File: src/rtl/nfc_pkg.sv
// Shared definitions for the NFC command dispatcher: FSM state encoding,
// ACG field widths and the idle values driven when no executor owns the ACG.
package nfc_pkg;

    localparam int ACG_CMD_W = 8;
    localparam int ACG_OPT_W = 3;
    localparam int ACG_NOD_W = 16;
    localparam int ACG_CAD_W = 40;

    typedef enum logic [2:0] {
        S_IDLE   = 3'b001,
        S_ACTIVE = 3'b010,
        S_DONE   = 3'b100
    } disp_state_e;

    localparam logic [ACG_CMD_W-1:0] ACG_IDLE_CMD    = 8'h00;
    localparam logic [ACG_OPT_W-1:0] ACG_IDLE_OPT    = 3'b000;
    localparam logic [ACG_NOD_W-1:0] ACG_IDLE_NOD    = 16'h0000;
    localparam logic                 ACG_IDLE_CASEL  = 1'b1;
    localparam logic [ACG_CAD_W-1:0] ACG_IDLE_CADATA = 40'h0;

endpackage

File: src/rtl/nfc_lowest_onehot.sv
// Priority encoder: isolates the lowest set request bit as a one-hot vector
// and flags when more than one request bit is set.
module nfc_lowest_onehot #(
    parameter int Width = 4
) (
    input  logic [Width-1:0] iRequest,
    output logic [Width-1:0] oOneHot,
    output logic             oMultiple
);

    // Two's-complement trick: x & -x keeps only the lowest set bit.
    assign oOneHot   = iRequest & (~iRequest + {{(Width-1){1'b0}}, 1'b1});
    assign oMultiple = |(iRequest & ~oOneHot);

endmodule

File: src/rtl/nfc_command_dispatcher.sv
// Grants the shared atomic command generator port to one executor at a time.
// Optional watchdog with abort is built when NFC_DISPATCH_TIMEOUT_EN is defined.
module nfc_command_dispatcher
    import nfc_pkg::*;
#(
    parameter int          NumberOfWays      = 4,
    parameter int          NumberOfExecutors = 4,
    parameter logic [31:0] TimeoutCycles     = 32'd1_000_000
) (
    input  logic                                      iSystemClock,
    input  logic                                      iReset,
    input  logic                                      iCMDValid,
    output logic                                      oCMDReady,
    input  logic [NumberOfExecutors-1:0]              iExecStart,
    input  logic [NumberOfExecutors-1:0]              iExecCMDReady,
    input  logic [NumberOfExecutors-1:0]              iExecLastStep,
    input  logic [ACG_CMD_W*NumberOfExecutors-1:0]    iExecCommand,
    input  logic [ACG_OPT_W*NumberOfExecutors-1:0]    iExecCommandOption,
    input  logic [NumberOfWays*NumberOfExecutors-1:0] iExecTargetWay,
    input  logic [ACG_NOD_W*NumberOfExecutors-1:0]    iExecNumOfData,
    input  logic [NumberOfExecutors-1:0]              iExecCASelect,
    input  logic [ACG_CAD_W*NumberOfExecutors-1:0]    iExecCAData,
    output logic [NumberOfExecutors-1:0]              oExecAbort,
    output logic [ACG_CMD_W-1:0]                      oACG_Command,
    output logic [ACG_OPT_W-1:0]                      oACG_CommandOption,
    output logic [NumberOfWays-1:0]                   oACG_TargetWay,
    output logic [ACG_NOD_W-1:0]                      oACG_NumOfData,
    output logic                                      oACG_CASelect,
    output logic [ACG_CAD_W-1:0]                      oACG_CAData,
    output logic [NumberOfExecutors-1:0]              oOwner,
    output logic                                      oBusy,
    output logic                                      oCmdDone,
    output logic                                      oCmdError,
    output logic                                      oTimeout
);

    disp_state_e                  state_q;
    logic [NumberOfExecutors-1:0] owner_q, owner_d;
    logic [NumberOfExecutors-1:0] abort_q;
    logic                         done_q, error_q, timeout_q;
    logic                         multi_start, accept, owner_last, timeout_hit;

    nfc_lowest_onehot #(
        .Width(NumberOfExecutors)
    ) u_owner_sel (
        .iRequest (iExecStart),
        .oOneHot  (owner_d),
        .oMultiple(multi_start)
    );

    assign oCMDReady  = (state_q == S_IDLE) && !iReset && (&iExecCMDReady);
    assign accept     = iCMDValid && oCMDReady;
    assign owner_last = |(iExecLastStep & owner_q);

`ifdef NFC_DISPATCH_TIMEOUT_EN
    logic [31:0] count_q, count_d;

    // Any non-ACTIVE cycle zeroes the count, so it starts at 0 on entry.
    assign count_d     = (state_q == S_ACTIVE) ? count_q + 32'd1 : 32'd0;
    assign timeout_hit = (state_q == S_ACTIVE) && (count_q == TimeoutCycles - 32'd1);

    always_ff @(posedge iSystemClock) begin
        if (iReset) count_q <= 32'd0;
        else        count_q <= count_d;
    end
`else
    logic [31:0] unused_timeout_cycles;
    assign unused_timeout_cycles = TimeoutCycles;
    assign timeout_hit           = 1'b0;
`endif

    // NOTE: state registers use non-blocking assignments so every flop samples
    // pre-edge values; blocking here would create order-dependent simulation.
    always_ff @(posedge iSystemClock) begin
        if (iReset) begin
            state_q   <= S_IDLE;
            owner_q   <= '0;
            abort_q   <= '0;
            done_q    <= 1'b0;
            error_q   <= 1'b0;
            timeout_q <= 1'b0;
        end else begin
            done_q    <= 1'b0;
            error_q   <= 1'b0;
            timeout_q <= 1'b0;
            abort_q   <= '0;
            case (state_q)
                S_IDLE: begin
                    if (accept) begin
                        if (iExecStart == '0) begin
                            error_q <= 1'b1;
                        end else begin
                            owner_q <= owner_d;
                            error_q <= multi_start;
                            state_q <= S_ACTIVE;
                        end
                    end
                end
                S_ACTIVE: begin
                    if (owner_last) begin
                        done_q  <= 1'b1;
                        state_q <= S_DONE;
                    end else if (timeout_hit) begin
                        timeout_q <= 1'b1;
                        abort_q   <= owner_q;
                        state_q   <= S_DONE;
                    end
                end
                S_DONE: begin
                    owner_q <= '0;
                    state_q <= S_IDLE;
                end
                default: begin
                    owner_q <= '0;
                    state_q <= S_IDLE;
                end
            endcase
        end
    end

    assign oOwner     = owner_q;
    assign oBusy      = (state_q != S_IDLE);
    assign oCmdDone   = done_q;
    assign oCmdError  = error_q;
    assign oTimeout   = timeout_q;
    assign oExecAbort = abort_q;

    // NOTE: every output gets its idle default first so no path leaves one
    // unassigned, which would otherwise infer a latch.
    always_comb begin
        oACG_Command       = ACG_IDLE_CMD;
        oACG_CommandOption = ACG_IDLE_OPT;
        oACG_TargetWay     = '0;
        oACG_NumOfData     = ACG_IDLE_NOD;
        oACG_CASelect      = ACG_IDLE_CASEL;
        oACG_CAData        = ACG_IDLE_CADATA;
        if (state_q == S_ACTIVE && !iReset) begin
            for (int i = 0; i < NumberOfExecutors; i++) begin
                if (owner_q[i]) begin
                    oACG_Command       = iExecCommand[ACG_CMD_W*i +: ACG_CMD_W];
                    oACG_CommandOption = iExecCommandOption[ACG_OPT_W*i +: ACG_OPT_W];
                    oACG_TargetWay     = iExecTargetWay[NumberOfWays*i +: NumberOfWays];
                    oACG_NumOfData     = iExecNumOfData[ACG_NOD_W*i +: ACG_NOD_W];
                    oACG_CASelect      = iExecCASelect[i];
                    oACG_CAData        = iExecCAData[ACG_CAD_W*i +: ACG_CAD_W];
                end
            end
        end
    end

endmodule

File: config.mk
export PLATFORM = sky130hd
export DESIGN_NAME = nfc_command_dispatcher
export DESIGN_NICKNAME = d
export VERILOG_FILES = /design/src/rtl/nfc_pkg.sv /design/src/rtl/nfc_lowest_onehot.sv /design/src/rtl/nfc_command_dispatcher.sv
export SDC_FILE = /design/constraint.sdc
export NUM_CORES = 1
export LEC_CHECK = 0
export ABC_AREA = 1
export CORE_AREA = 2 2 149 151
export CTS_CLUSTER_DIAMETER = 80
export DETAILED_ROUTE_END_ITERATION = 8
export DIE_AREA = 0 0 151 153
export GPL_ROUTABILITY_DRIVEN = 0
export MAX_ROUTING_LAYER = met4
export PLACE_DENSITY = 0.61
export SLEW_MARGIN = 30
export SYNTH_ARGS = -nofsm -noshare
export SYNTH_HDL_FRONTEND = slang
export SYNTH_HIERARCHICAL = 1
export SYNTH_SLANG_ARGS = --single-unit
export TNS_END_PERCENT = 100
File: constraint.sdc
create_clock -name iSystemClock -period 1.5 [get_ports iSystemClock]
set_input_delay 0.3 -clock iSystemClock [delete_from_list [all_inputs] [get_ports iSystemClock]]
set_output_delay 0.3 -clock iSystemClock [all_outputs]
set_load 0.05 [all_outputs]
==> results of run 1 <==
final timing paths:
kind,start,to,slack [ns]
max,state_q[2]$_SDFFE_PP0P_,oACG_NumOfData[2],-0.53
min,state_q[1]$_SDFFE_PP0P_,state_q[1]$_SDFFE_PP0P_,0.48
max reg2reg,oOwner[2]$_SDFFE_PP0P_,state_q[0]$_SDFFE_PP1P_,0.15
min reg2reg,state_q[1]$_SDFFE_PP0P_,state_q[1]$_SDFFE_PP0P_,0.48
cells in the mapped netlist:
cell / count / share of area, %
dfxtp_1: 9 / 4.8
o31ai_1: 70 / 14
buf_1: 8 / 0.79
o21bai_2: 1 / 0.30
nand2_1: 103 / 10
nor2_2: 2 / 0.33
nor2_1: 91 / 9.0
a21oi_1: 161 / 21
nor3_1: 1 / 0.13
o21ai_1: 1 / 0.13
clkbuf_1: 35 / 3.5
nor4_1: 1 / 0.17
buf_6: 6 / 1.8
nor3_4: 1 / 0.43
o21a_1: 1 / 0.20
buf_2: 13 / 1.7
conb_1: 1 / 0.099
inv_2: 4 / 0.40
nand3_1: 5 / 0.66
inv_1: 150 / 15
buf_4: 7 / 1.4
o22ai_1: 1 / 0.17
a21oi_2: 60 / 14
repair_timing:
item,4_1_cts,5_1_grt
buffers inserted,12,4
pin swaps,69,3
gates cloned,11,12
endpoints found under the setup margin,75,77
resized for setup,94,61
area by class of cell:
type | count | area, sq um | share of cell area, %
Clock buffer | 4 | 78.8 | 0.714
Sequential cell | 9 | 198 | 1.79
Timing Repair Buffer | 506 | 6350 | 57.5
Tap cell | 280 | 350 | 3.17
Inverter | 154 | 851 | 7.71
Multi-Input combinational cell | 506 | 3210 | 29.1
per-layer routing:
metal | GRT usage (%) | wire, um | vias up
li1 | - | - | 3261
met1 | 20.6 | 9520 | 3027
met2 | 36.5 | 13200 | 310
met3 | 3.58 | 1970 | 35
met4 | 4.36 | 626 | 0
met5 | - | 0 | -
stage by stage:
step,cells,TNS (ns)
2_1_floorplan,736,-11.63
3_3_place_gp,1417,-37.49
3_5_place_dp,1417,-38.26
4_1_cts,1444,-32.65
5_1_grt,1459,-39.36
6_report,1459,-34.26
worst register-to-register path, stage by stage (launching register included):
cell,delay [ns]
dfxtp_4,0.44
buf_12,0.17
clkbuf_16,0.14
nand2_1,0.05
nand2_1,0.10
nor2_4,0.06
a21oi_2,0.11
nand2_1,0.07
nand2_1,0.07
nand2_1,0.04
power by group:
group          internal, mW  switching [mW]
logic                  5.28            5.09
registers             0.332           0.166
clock network         0.355           0.115
total                  5.97            5.37
registers in the layout (all words and copies together) (netlist names):
signal	flops
oOwner	4
state_q	3
oCmdError	1
oCmdDone	1
cells by family after synthesis:
group                  count (synthesis)  synth area share (%)
buffers and inverters                223                  24.4
and+or+nand+nor                      204                  20.9
other                                  1                0.0990
DFF                                    9                  4.76
AOI/OAI and AO/OA                    295                  49.8
==> results_dict.tcl, run 1 <==
set metrics [dict create \
    status "complete, but fails checks" \
    violations "setup timing" \
    grt_max_degree 40 \
    final.min_clock_period_ns 2.03 \
    setup_viol 73 \
    wl_mm 25.3 \
    holdPathStages 2 \
    via_per_inst 4.55 \
    mostFrequentLayoutCell "clkdlybuf4s50_1" \
    cp.required_ns 1.20 \
    maxCapViolations 0 \
    area_growth_pct 191 \
    drv_slew 0 \
    total_power_mw 11.3 \
    crit_family "buffers and inverters" \
    grt-ovfl-total 0 \
    synth_cell_types 23 \
    grt_usage_pct 19.3 \
    syn_area_sq_um 3790 \
    layout_setup_ws_ns -0.528 \
    dieWidth_um 151 \
    ys_warn_count 6 \
    clk_pin_slew_ns 0.04 \
    final_cell_mix "clkdlybuf4s50_1 (297), a21oi_1 (146), buf_12 (102), inv_1 (78)" \
    grt_pass1_vias 6392 \
    cts_buffers 3 \
    arrival_ns 1.73 \
    p_per_area_nw_per_um2 1030 \
    max_freq_mhz 493 \
    num_rows 54 \
    drtPass1Iterations 5 \
    layout-drive-gt1-share_pct 37.9 \
    cts_htree_levels 1 \
    hold_viol_final 0 \
    fp.dieArea_sq_um 23100 \
    cts_hold_buf 0 \
    yosysSeqAreaShare_pct 4.76 \
    antenna_left 0 \
    worst_r2r_path_depth 9 \
    clockRootBuffer "clkbuf_16" \
    nFillCells 2014 \
    critPathMaxStageDelay_ns 0.33 \
    drc_errors 0 \
    fin_nets 1483 \
    ys_ff_latch 9 \
    dpl.hpwl_mm 17.4 \
    cp_max_fo 7 \
    crit_chain "nor3_4 > buf_6 > nand2_8 > clkbuf_16 > a21oi_4 > nand2_2 > clkinvlp_4 > buf_12" \
    leakagePower_nw 4.24 \
    num_io_pins 388 \
    path_depth 8 \
    skew_ns 0.00283 \
    wire_per_inst_um 17.4 \
    dpl_cell_area_sq_um 9620 \
    cts_tree "done" \
    portBuffers 382 \
    netlist_instances 732 \
    final_area_sq_um 11000 \
    critical_path_class "register to primary output" \
    dieHeight_um 153 \
    first_iter_violations 217 \
    synth_area_per_cell_sq_um 5.18 \
    cp_num_buf_inv 4 \
    dp_slack_ns -0.573 \
    grt_first_pass_wirelength_mm 34.1 \
    period_share_pct 135 \
    rsz0062_at_grt "yes" \
    cts.sinks 9 \
    hp-class "register to register" \
    worstSkewPairLatency_ns 0.23 \
    end_kind "primary output" \
    crit_slowest_cell "dfxtp_2" \
    start_kind "register" \
    cts_buffer_depth 2 \
    ir_drop_mv 0.701 \
    antenna_found_initial 0 \
    core_sq_um 21500 \
    holdWs_ns 0.480 \
    diodes 0 \
    start_util_pct 17.6 \
    num_vias 6633 \
    utilization_pct 51.4 \
]
(Power assumes the default switching activity.)
==> run 2, diff against run 1 <==
--- a/config.mk
+++ b/config.mk
@@ -6,6 +6,7 @@
 export NUM_CORES = 1
 export LEC_CHECK = 0
 export ABC_AREA = 1
+export CAP_MARGIN = 20
 export CORE_AREA = 2 2 149 151
 export CTS_CLUSTER_DIAMETER = 80
 export DETAILED_ROUTE_END_ITERATION = 8
==> results of run 2 <==
Final layout, timing and power as in run 1 (identical DEF).
==> RTL change 1 (config.mk and constraints of run 1) <==
Add a define of `NFC_DISPATCH_TIMEOUT_EN`.
--- a/src/rtl/nfc_command_dispatcher.sv
+++ b/src/rtl/nfc_command_dispatcher.sv
@@ -1,4 +1,6 @@
 // Grants the shared atomic command generator port to one executor at a time.
 // Optional watchdog with abort is built when NFC_DISPATCH_TIMEOUT_EN is defined.
+`define NFC_DISPATCH_TIMEOUT_EN
+
 module nfc_command_dispatcher
     import nfc_pkg::*;
Behaviour: same outputs for any inputs over 10 cycles, from zero or initial values and one cycle with iReset high; that may be too few to reach the edited logic, so the function may still have changed.
==> RTL change 1 against run 1 <==
  * The flow still finishes with violations (negative setup slack)
  * Design area grew 15%
  * Maximum frequency shrank 2.7%
  * Synthesized area grew 37%
  * Hold slack lost 69 ps
  * Die area is the same
  * Worst setup slack lost 57 ps
  * Sequential cell count grew 37
  * Power grew 18%
  * Wire length grew 34%
  * Critical path type unchanged
  * Critical endpoint is now oACG_CAData[34]
==> RTL change 1: results (changes against run 1) <==
initial drt markers -> 556 (was 217)
Synth area leaders -> dfxtp_1 (18%), a21oi_1 (17%), nor2_1 (11%) (was a21oi_1 (21%), inv_1 (15%), a21oi_2 (14%))
Leakage -> 5.03 nW (was 4.24 nW)
Placed Instances -> 1,598 (was 1,417)
failing checks -> negative setup slack (unchanged)
setup ws final -> -584 ps (was -528 ps)
routing usage on met3 -> 5.88% (was 3.58%)
status -> finished with violations (unchanged)
WL met2 -> 16,800 um (was 13,200 um)
M2 GR Usage -> 47.2% (was 36.5%)
DR vias -> 8,350 (was 6,633)
Final setup viols -> 82 (was 73)
Critical Path AT -> 1780 ps (was 1730 ps)
met3 WL post-DR -> 2890 um (was 1970 um)
first-pass GRT wire length -> 47,700 um (was 34,100 um)
TNS Setup -> -36,320 ps (was -34,260 ps)
Worst R2R Start -> oOwner[1] (was oOwner[2])
Mapped Cells -> 889 (was 732)
Synth top area share -> 17.7% (was 21.3%)
estimated wirelength of the detail-placed design -> 25,000 um (was 17,400 um)
Min-Delay Path Class -> primary input to register (was register to register)
Post-Route M1 WL -> 12,800 um (was 9520 um)
pin count of the biggest net entering global routing -> 38 (was 40)
IO Port Bufs -> 387 (was 382)
CP Max Fanout -> 10 (was 7)
Largest register FFs -> 32 (was 4)
post-layout net count -> 1,671 (was 1,483)
final WL -> 33,900 um (was 25,300 um)
Peak VDD IR -> 1.41 mV (was 0.701 mV)
RTL change 1: changes by cell type after synthesis, moves of 9 or more:
| cell | change |
|---|---|
| o211ai_1 | +62 |
| nor2_1 | +61 |
| a21oi_2 | -60 |
| inv_1 | -57 |
| dfxtp_1 | +37 |
| buf_2 | +23 |
| inv_2 | +22 |
| nand3_1 | +14 |
| clkbuf_1 | -13 |
| a21oi_1 | +12 |
| o21ai_0 | +12 |
| o211ai_2 | +9 |
RTL change 1: logic make-up after synthesis:
kind of cell    after synthesis  synth area share, %
compound gates              335                 40.3
simple gates                321                 26.5
flops                        46                 17.7
xor+xnor                      1                0.169
buf+inv                     185                 15.0
fa+ha+maj                     1                0.241
RTL change 1: area by class of cell:
cell class / instances / area, um^2
clock buffers: 7 / 164
clock inverters: 1 / 30.0
diodes: 3 / 7.51
inverters: 119 / 490
repair buffers: 537 / 6530
fillers: 1891 / 8840
multi-input cells: 658 / 4130
flip-flops and latches: 46 / 946
well taps: 280 / 350
RTL change 1: through the flow:
stage,utilization [%],setup slack [ps],hold slack [ps],power [mW],instance area [um^2]
floorplan,-,-171,359,5.35,5380
global placement,51.5,-517,445,8.78,11100
detailed placement,51.5,-507,456,8.78,11100
CTS,55.2,-594,411,11.8,11900
global route,58.9,-642,429,14.0,12600
finish,58.9,-584,411,13.4,12600
RTL change 1: timing repair:
| item | in CTS | in global routing |
|---|---|---|
| setup buffers | 15 | 15 |
| gates resized for setup | 78 | 120 |
| gates cloned | 6 | 8 |
| endpoints found under the setup margin | 78 | 99 |
| pin swaps | 41 | 78 |
RTL change 1: path summary, 6_finish.rpt:
| kind | end | cells past startpoint |
|---|---|---|
| max | oACG_CAData[34] | 6 |
| max reg2reg | oExecAbort[1] | 7 |
| min reg2reg | count_q[31] | 2 |
| min | oOwner[3] | 3 |
==> RTL change 2 (flow settings as in run 1) <==
Without the edit above. Put one more register stage on the output `oCmdError`, without a reset. The value now appears one clock later. The other outputs are not delayed to match.
--- a/src/rtl/nfc_command_dispatcher.sv
+++ b/src/rtl/nfc_command_dispatcher.sv
@@ -122,5 +122,7 @@
     assign oBusy      = (state_q != S_IDLE);
     assign oCmdDone   = done_q;
-    assign oCmdError  = error_q;
+    always_ff @(posedge iSystemClock) begin
+        oCmdError <= error_q;
+    end
     assign oTimeout   = timeout_q;
     assign oExecAbort = abort_q;
Formal check against the unedited RTL: not equivalent (a bounded check fails within 4 cycles, from zero or initial values and one cycle with iReset high).
==> RTL change 2 against run 1 <==
  * The flow still finishes with violations (negative setup slack)
  * Count of clock-buffer cells in the layout unchanged
  * Wire length down 3.7%
  * Clock skew down 1.7 ps
  * Power up 27%
  * Core utilization up 0.13 points
  * Sequential cell count up 1
  * Synthesized area down 2.7%
  * Die area unchanged
  * Design area up 0.25%
  * Worst setup slack better by 26 ps
  * Largest cell class unchanged
  * Highest routed layer unchanged
==> RTL change 2: results (changes against run 1) <==
M2 GR Usage -> 34.7% (was 36.5%)
Non-clk bufs -> 509 (was 506)
placed inst area -> 9510 um^2 (was 9620 um^2)
Post-Route M1 WL -> 9140 um (was 9520 um)
cts repair resizes -> 110 (was 94)
combinational group share of total power -> 92.5% (was 91.5%)
CP max-delay cell -> dfxtp_4 (was dfxtp_2)
estimated wirelength of the detail-placed design -> 17,200 um (was 17,400 um)
Critical Path AT -> 1700 ps (was 1730 ps)
fin cells -> 1,462 (was 1,459)
setup ws final -> -501 ps (was -528 ps)
Seq/Total Area, Yosys -> 5.43% (was 4.76%)
r2r endpoint -> oOwner[0] (was state_q[0])
Worst R2R Start -> state_q[2] (was oOwner[2])
Compound-Gate Fraction of Synth Area -> 47.0% (was 49.8%)
share of cells above drive strength 1 -> 40.2% (was 37.9%)
Placed Instances -> 1,421 (was 1,417)
non-clk buf share -> 55.9% (was 57.5%)
TNS Setup -> -29,880 ps (was -34,260 ps)
CP Max Fanout -> 9 (was 7)
first-pass GRT wire length -> 33,800 um (was 34,100 um)
Post-CTS Setup Inserts -> 18 (was 12)
vias in the first global route -> 6,417 (was 6,392)
Netlist cell types -> 24 (was 23)
pin count of the biggest net entering global routing -> 36 (was 40)
clock group total power -> 529 uW (was 470 uW)
setup slack, reg-to-reg -> 80 ps (was 150 ps)
hold path cells -> 0 (was 2)
M1 GR Usage -> 21.6% (was 20.6%)
WL met2 -> 12,700 um (was 13,200 um)
clock network area share -> 0.803% (was 0.714%)
clk_skew -> 1.16 ps (was 2.83 ps)
status -> finished with violations (unchanged)
Leakage -> 4.28 nW (was 4.24 nW)
hold endpoint -> oCmdError (was state_q[1])
Final setup viols -> 72 (was 73)
initial drt markers -> 305 (was 217)
multi-input combinational area share -> 30.5% (was 29.1%)
met3 WL post-DR -> 1890 um (was 1970 um)
Worst R2R Path Depth -> 7 (was 9)
Synth area leaders -> a21oi_1 (27%), inv_1 (15%), o31ai_1 (14%) (was a21oi_1 (21%), inv_1 (15%), a21oi_2 (14%))
Seq cells -> 10 (was 9)
Mapped Cells -> 734 (was 732)
failing checks -> negative setup slack (unchanged)
Seq area share -> 1.97% (was 1.79%)
#MultiIn Comb -> 505 (was 506)
routing usage on met3 -> 2.84% (was 3.58%)
PD cells -> 1300 nW/um^2 (was 1030 nW/um^2)
Setup crit start -> oOwner[1] (was state_q[2])
RTL change 2: changes by cell type in the layout (fill, tap and decap cells not counted), moves of 12 or more:
cell | run 1 | this run
nand2_1 | 70 | 82
nand2_2 | 31 | 16
o31ai_2 | 23 | 36
a21oi_2 | 56 | 70
o31ai_1 | 47 | 29
buf_6 | 9 | 22
RTL change 2: worst max-delay path, delay by kind of cell, from the launching register on:
| family | cells | cell delay [ps] |
|---|---|---|
| AOI/OAI and AO/OA | 2 | 330 |
| and+or+nand+nor | 1 | 160 |
| DFF | 1 | 410 |
| buffers and inverters | 4 | 560 |
RTL change 2: metrics by stage:
stage	setup slack [ps]	util (%)	hold slack, ps
2_1_floorplan	-116	-	310
3_3_place_gp	-528	44.3	313
3_5_place_dp	-497	44.3	316
4_1_cts	-492	48.2	325
5_1_grt	-586	51.5	326
6_report	-501	51.5	323
RTL change 2: cell families after synthesis:
family                 after synthesis
AO/OA/AOI/OAI                      295
buffers and inverters              223
flip-flops                          10
other                                1
AND/OR/NAND/NOR                    205
